**src/rtl/disp_scan_if.sv**
```systemverilog
// Segment-code inputs and multiplexed display drive for the 4-digit scanner.
interface disp_scan_if;
  logic [6:0] bcd_3_bus;
  logic [6:0] bcd_2_bus;
  logic [6:0] bcd_1_bus;
  logic [6:0] bcd_0_bus;
  logic       lzb_en;
  logic       dp_en;
  logic [1:0] dp_pos;
  logic [3:0] an;
  logic [6:0] seg;
  logic       dp;
  logic       frame_start;

  modport master (
    output bcd_3_bus, bcd_2_bus, bcd_1_bus, bcd_0_bus, lzb_en, dp_en, dp_pos,
    input  an, seg, dp, frame_start
  );

  modport slave (
    input  bcd_3_bus, bcd_2_bus, bcd_1_bus, bcd_0_bus, lzb_en, dp_en, dp_pos,
    output an, seg, dp, frame_start
  );
endinterface

```
**src/rtl/disp_scan.sv**
```systemverilog
// Common-anode 4-digit scanner: frame-latched inputs, dead time between digits,
// leading-zero blanking and decimal point; all outputs registered.
module disp_scan #(
  parameter int         DIGIT_CYCLES = 25,
  parameter int         DEAD_CYCLES  = 2,
  parameter logic [6:0] ZERO_PATTERN = 7'b0111111
) (
  input  logic        clk_sistema_100k,
  input  logic        reset_sistema,
  disp_scan_if.slave  bus
);

  localparam int CNT_MAX = (DIGIT_CYCLES > DEAD_CYCLES) ? DIGIT_CYCLES : DEAD_CYCLES;
  localparam int CNT_W   = $clog2(CNT_MAX + 1);
  localparam logic [CNT_W-1:0] DIG_LAST  = CNT_W'(DIGIT_CYCLES - 1);
  localparam logic [CNT_W-1:0] DEAD_LAST = CNT_W'(DEAD_CYCLES - 1);

  typedef enum logic {ST_DEAD, ST_ON} state_t;

  state_t           state, state_nxt;
  logic [1:0]       idx, idx_nxt;
  logic [CNT_W-1:0] cnt, cnt_nxt;

  logic [3:0][6:0]  sh_bus;
  logic             sh_lzb;
  logic             sh_dp_en;
  logic [1:0]       sh_dp_pos;

  logic             frame_ld;
  logic [3:0]       an_p0;
  logic [6:0]       seg_p0;
  logic             dp_p0;

  logic [3:0]       an_p1;
  logic [6:0]       seg_p1;
  logic             dp_p1;
  logic             frame_start_p1;

  // Digit k blanks only if it and every more significant digit read as zero
  // and no decimal point is lit at or above it; digit 0 always shows.
  function automatic logic blank_digit(input logic [1:0] k,
                                       input logic [3:0][6:0] b,
                                       input logic lzb,
                                       input logic dpe,
                                       input logic [1:0] dpp);
    logic all_zero;
    all_zero = 1'b1;
    for (int j = 0; j < 4; j++) begin
      if (j >= int'(k) && b[j] != ZERO_PATTERN) all_zero = 1'b0;
    end
    return lzb && (k != 2'd0) && all_zero && !(dpe && (dpp >= k));
  endfunction

  always_ff @(posedge clk_sistema_100k) begin
    if (reset_sistema) begin
      state <= ST_DEAD;
      idx   <= 2'd3;
      cnt   <= '0;
    end else begin
      state <= state_nxt;
      idx   <= idx_nxt;
      cnt   <= cnt_nxt;
    end
  end

  always_comb begin
    state_nxt = state;
    idx_nxt   = idx;
    cnt_nxt   = cnt + 1'b1;
    case (state)
      ST_DEAD: begin
        if (cnt == DEAD_LAST) begin
          state_nxt = ST_ON;
          cnt_nxt   = '0;
        end
      end
      ST_ON: begin
        if (cnt == DIG_LAST) begin
          state_nxt = ST_DEAD;
          cnt_nxt   = '0;
          idx_nxt   = idx - 2'd1;
        end
      end
      default: begin
        state_nxt = ST_DEAD;
        cnt_nxt   = '0;
      end
    endcase
  end

  assign frame_ld = (state == ST_DEAD) && (idx == 2'd3) && (cnt == '0);

  always_ff @(posedge clk_sistema_100k) begin
    if (reset_sistema) begin
      sh_bus    <= '0;
      sh_lzb    <= 1'b0;
      sh_dp_en  <= 1'b0;
      sh_dp_pos <= 2'd0;
    end else if (frame_ld) begin
      sh_bus    <= {bus.bcd_3_bus, bus.bcd_2_bus, bus.bcd_1_bus, bus.bcd_0_bus};
      sh_lzb    <= bus.lzb_en;
      sh_dp_en  <= bus.dp_en;
      sh_dp_pos <= bus.dp_pos;
    end
  end

  // p0: decode the current slot from state and shadowed frame data
  always_comb begin
    an_p0  = 4'b1111;
    seg_p0 = 7'b1111111;
    dp_p0  = 1'b1;
    if (state == ST_ON) begin
      an_p0[idx] = 1'b0;
      if (!blank_digit(idx, sh_bus, sh_lzb, sh_dp_en, sh_dp_pos)) seg_p0 = ~sh_bus[idx];
      dp_p0 = ~(sh_dp_en && (sh_dp_pos == idx));
    end
  end

  // p1: registered drive, anode and segments move on the same edge
  always_ff @(posedge clk_sistema_100k) begin
    if (reset_sistema) begin
      an_p1          <= 4'b1111;
      seg_p1         <= 7'b1111111;
      dp_p1          <= 1'b1;
      frame_start_p1 <= 1'b0;
    end else begin
      an_p1          <= an_p0;
      seg_p1         <= seg_p0;
      dp_p1          <= dp_p0;
      frame_start_p1 <= frame_ld;
    end
  end

  assign bus.an          = an_p1;
  assign bus.seg         = seg_p1;
  assign bus.dp          = dp_p1;
  assign bus.frame_start = frame_start_p1;

endmodule

```
**src/flat_wrapper.sv**
```systemverilog
// flat-port wrapper written by rule: the top's interface ports become plain ports
module disp_scan_flat 
#(
  parameter int         DIGIT_CYCLES = 25,
  parameter int         DEAD_CYCLES  = 2,
  parameter logic [6:0] ZERO_PATTERN = 7'b0111111
)
  (clk_sistema_100k, reset_sistema, bus_bcd_3_bus, bus_bcd_2_bus, bus_bcd_1_bus, bus_bcd_0_bus, bus_lzb_en, bus_dp_en, bus_dp_pos, bus_an, bus_seg, bus_dp, bus_frame_start);
  disp_scan_if bus_i ();
  input  logic clk_sistema_100k;
  input  logic reset_sistema;
  input wire logic [$bits(bus_i.bcd_3_bus)-1:0] bus_bcd_3_bus;
  input wire logic [$bits(bus_i.bcd_2_bus)-1:0] bus_bcd_2_bus;
  input wire logic [$bits(bus_i.bcd_1_bus)-1:0] bus_bcd_1_bus;
  input wire logic [$bits(bus_i.bcd_0_bus)-1:0] bus_bcd_0_bus;
  input wire logic [$bits(bus_i.lzb_en)-1:0] bus_lzb_en;
  input wire logic [$bits(bus_i.dp_en)-1:0] bus_dp_en;
  input wire logic [$bits(bus_i.dp_pos)-1:0] bus_dp_pos;
  output wire logic [$bits(bus_i.an)-1:0] bus_an;
  output wire logic [$bits(bus_i.seg)-1:0] bus_seg;
  output wire logic [$bits(bus_i.dp)-1:0] bus_dp;
  output wire logic [$bits(bus_i.frame_start)-1:0] bus_frame_start;
  assign bus_i.bcd_3_bus = bus_bcd_3_bus;
  assign bus_i.bcd_2_bus = bus_bcd_2_bus;
  assign bus_i.bcd_1_bus = bus_bcd_1_bus;
  assign bus_i.bcd_0_bus = bus_bcd_0_bus;
  assign bus_i.lzb_en = bus_lzb_en;
  assign bus_i.dp_en = bus_dp_en;
  assign bus_i.dp_pos = bus_dp_pos;
  assign bus_an = bus_i.an;
  assign bus_seg = bus_i.seg;
  assign bus_dp = bus_i.dp;
  assign bus_frame_start = bus_i.frame_start;
  disp_scan #(.DIGIT_CYCLES(DIGIT_CYCLES), .DEAD_CYCLES(DEAD_CYCLES), .ZERO_PATTERN(ZERO_PATTERN)) u_core (.clk_sistema_100k(clk_sistema_100k), .reset_sistema(reset_sistema), .bus(bus_i));
endmodule
```
**config.mk**
```make
export PLATFORM = sky130hd
export DESIGN_NAME = disp_scan_flat
export DESIGN_NICKNAME = d
export VERILOG_FILES = /design/src/rtl/disp_scan_if.sv /design/src/rtl/disp_scan.sv /design/src/flat_wrapper.sv
export SDC_FILE = /design/constraint.sdc
export NUM_CORES = 1
export LEC_CHECK = 0
export ABC_AREA = 1
export CAP_MARGIN = 20
export CORE_MARGIN = 8
export CORE_UTILIZATION = 46
export CTS_CLUSTER_DIAMETER = 200
export DETAILED_ROUTE_END_ITERATION = 7
export PLACE_DENSITY = 0.69
export SLEW_MARGIN = 20
export SYNTH_ARGS = -nofsm -noshare
export SYNTH_HDL_FRONTEND = slang
export SYNTH_SLANG_ARGS = --single-unit
```
**constraint.sdc**
```tcl
create_clock -name clk_sistema_100k -period 1.7 [get_ports clk_sistema_100k]
set_input_delay 0.425 -clock clk_sistema_100k [delete_from_list [all_inputs] [get_ports clk_sistema_100k]]
set_output_delay 0.425 -clock clk_sistema_100k [all_outputs]
set_load 0.05 [all_outputs]
```
==> impl_metrics.ini <==
[floorplanning]
die_h_um = 88.8
ioPinCount = 47
row_count = 26
die_area_um2 = 7890
fp.dieW_um = 88.8
start_util = 0.477
core_area_um2 = 5110

[worst_setup_path]
crit_path_end_kind = register
r2r_slack_ns = 0.25
worstPathArrival_ns = 1.70
reg2reg_depth = 9
cp_max_fo = 7
worstSetupPathType = reg2reg
r2r_end = u_core.bus.seg[4]
start_kind = register
r2r_start = u_core.idx[1]
crit_required_ns = 1.95

[logic_synthesis]
synth-main-ff-cell = dfxtp_1
netlist_area_um2 = 2440
synth.area.top_cells = dfxtp_1 (44%), a21oi_2 (10%), o21ai_2 (7.2%), inv_1 (6.5%), nand2_1 (4.8%)
synth_top_area_cell = dfxtp_1
synthTopCellsByCount = dfxtp_1 (53), inv_1 (42), nand2_1 (31), a21oi_2 (29), o21ai_2 (20)
synth_seq_area_share = 0.435
synth-seq-cells = 53
synth_top_area_share = 0.435
async_flop_share = 0
synthCells = 289
yosys_warnings = 0
syn_nets = 332
synth_most_common_cell = dfxtp_1
synth_area_per_cell_um2 = 8.44
ys_types = 23
synth_edf_count = 0

[cts]
cts_hold_buf = 0
cts_resized = 0
cts_tree = yes
ctsHtreeMaxLevel = 2
cts-root-buf = clkbuf_8
clock_latency_ns = 0.31
cts.clk_slew.worst_paths_ns = 0.10
cts.sinks = 53
cts_setup_buffers = 0
clockBufferDepth = 2
cts_made_buffers = 5

[sta]
clock_skew_ns = 0.0101
tightest_slew_ns = 0.248
rsz0062_at_grt = no
slew_headroom = 0.834
period_minus_slack_ns = 1.45
fin_crit_sh = 0.853
maxSlewViolCount = 0
fmax_mhz = 690
setup_viol = 0
fin_tns_setup_ns = 0
report.final.hold_viol_count = 0

[pwr]
peakVddDrop_mv = 0.904
p_int_mw = 2.62
switchingPower_mw = 1.38
combPwrFrac = 0.330
finalPower_mw = 4.00
powerDensity_nw_per_um2 = 1290
clkPwrFrac = 0.248
sw_frac_of_total = 0.344
power.share.sequential = 0.421
p_leak_nw = 1.25

[drt]
ant_nets = 0
wl_met3_um = 304
wirelength_mm = 5.19
detail_route.first_pass.iterations = 4
route.detailed.drc = 0
wl_met2_mm = 2.37
route.vias.total = 1976
maxUsedRoutingLayer = met4
m1WireLength_mm = 2.45
wl_per_cell_um = 12.7
drt_iter0_drc = 72
drt-vias-per-instance = 4.82

[layout]
register_area_um2 = 1060
fin_area_um2 = 3100
antenna_cells = 0
nets = 382
num-fill-cells = 493
layout-drive-gt1-share = 0.259
multi_input_area_um2 = 1100
syn_to_final_growth_pct = 27.1

[worst_hold_path]
hold_end = u_core.bus.dp
min_path_cells = 1
hold_path_class = reg2reg
hold_start = u_core.sh_dp_en

[global_routing]
grt_max_degree = 25
grt_pass1_wl_mm = 8.80
overflow = 0
antenna_found_initial = 0
grt.total_usage = 0.142
grt_pass1_vias = 1944

[flow_run]
drv_cap = 0

[outcome]
status = completed

[place]
io_buffers = 46
place_area_um2 = 2970
hpwl_mm = 3.96
place_congestion = 0.796
-- metrics by stage --
stage                     utilization  setup WS, ns  cells  hold slack (ns)
after floorplan                     -         0.236    289            0.397
after global placement          0.581        0.0975    402            0.423
after detailed placement        0.581        0.0764    402            0.415
after CTS                       0.607         0.242    410            0.442
after global routing            0.607         0.138    410            0.461
final                           0.607         0.250    410            0.439
-- area by class of cell --
type / count / share of cell area
Clock inverter: 3 / 0.0210
Timing Repair Buffer: 58 / 0.175
Multi-Input combinational cell: 176 / 0.356
Tap cell: 70 / 0.0283
Sequential cell: 53 / 0.342
Inverter: 45 / 0.0545
Clock buffer: 5 / 0.0222
-- sequential cells by signal, indices dropped and copies added, names as in the netlist --
signal and count:
u_core.bus.dp 1, u_core.bus.frame_start 1, u_core.sh_dp_en 1, u_core.sh_dp_pos 2, u_core.sh_lzb 1, u_core.state 1, u_core.sh_bus 28, u_core.idx 2
u_core.bus.seg 7, u_core.cnt 5, u_core.bus.an 4
-- layout by cell type (no fill, tap or decap), types with 12 or more instances in the layout --
cell type / n
a21oi_1: 19
a21oi_2: 29
buf_4: 23
clkdlybuf4s50_1: 33
dfxtp_1: 53
inv_1: 42
nand2_1: 31
nand3_1: 13
nor2_1: 17
o21ai_0: 18
o21ai_1: 12
o21ai_2: 20
-- worst max-delay path, stage by stage, from the launching register on --
cell,delay (ns)
dfxtp_1,0.40
inv_2,0.08
ha_1,0.31
nand2_1,0.08
nand3_1,0.07
nand2_1,0.07
inv_1,0.05
nor2_1,0.10
nand2_2,0.13
nand3_1,0.10
-- power by group through the flow --
stage	sequential (mW)	clock (mW)	combinational [mW]
after detailed placement	1.71	0	1.33
final	1.68	0.992	1.32
after floorplan	1.74	0	1.01
after global routing	1.72	1.07	1.46
after global placement	1.70	0	1.31
after CTS	1.68	1.00	1.34
-- kinds of logic (layout without fill, tap and decap cells) --
group                    count (synthesis)  in the layout  share of synthesized area
adder cells (fa/ha/maj)                  9              9                     0.0462
XOR/XNOR                                 3              3                     0.0108
buffers and inverters                   60            111                      0.115
flip-flops                              53             53                      0.435
AND/OR/NAND/NOR                         66             66                      0.116
AO/OA/AOI/OAI                           98             98                      0.277
-- how the worst max path moves through the flow --
stage | from | endpoint | cells after the start
CTS | u_core.idx[1] | u_core.bus.seg[4] | 9
global route | u_core.cnt[0] | u_core.sh_bus[18] | 6
floorplan | u_core.idx[0] | u_core.bus.seg[0] | 9
detailed placement | reset_sistema | u_core.sh_dp_en | 5
finish | u_core.idx[1] | u_core.bus.seg[4] | 9
global placement | reset_sistema | u_core.sh_bus[13] | 5
-- per-layer routing --
metal | global-route usage | up-vias
li1 | - | 1032
met1 | 0.182 | 894
met2 | 0.223 | 44
met3 | 0.0390 | 6
met4 | 0.0430 | 0
met5 | 0 | -
Power figures use the tool's default switching activity.
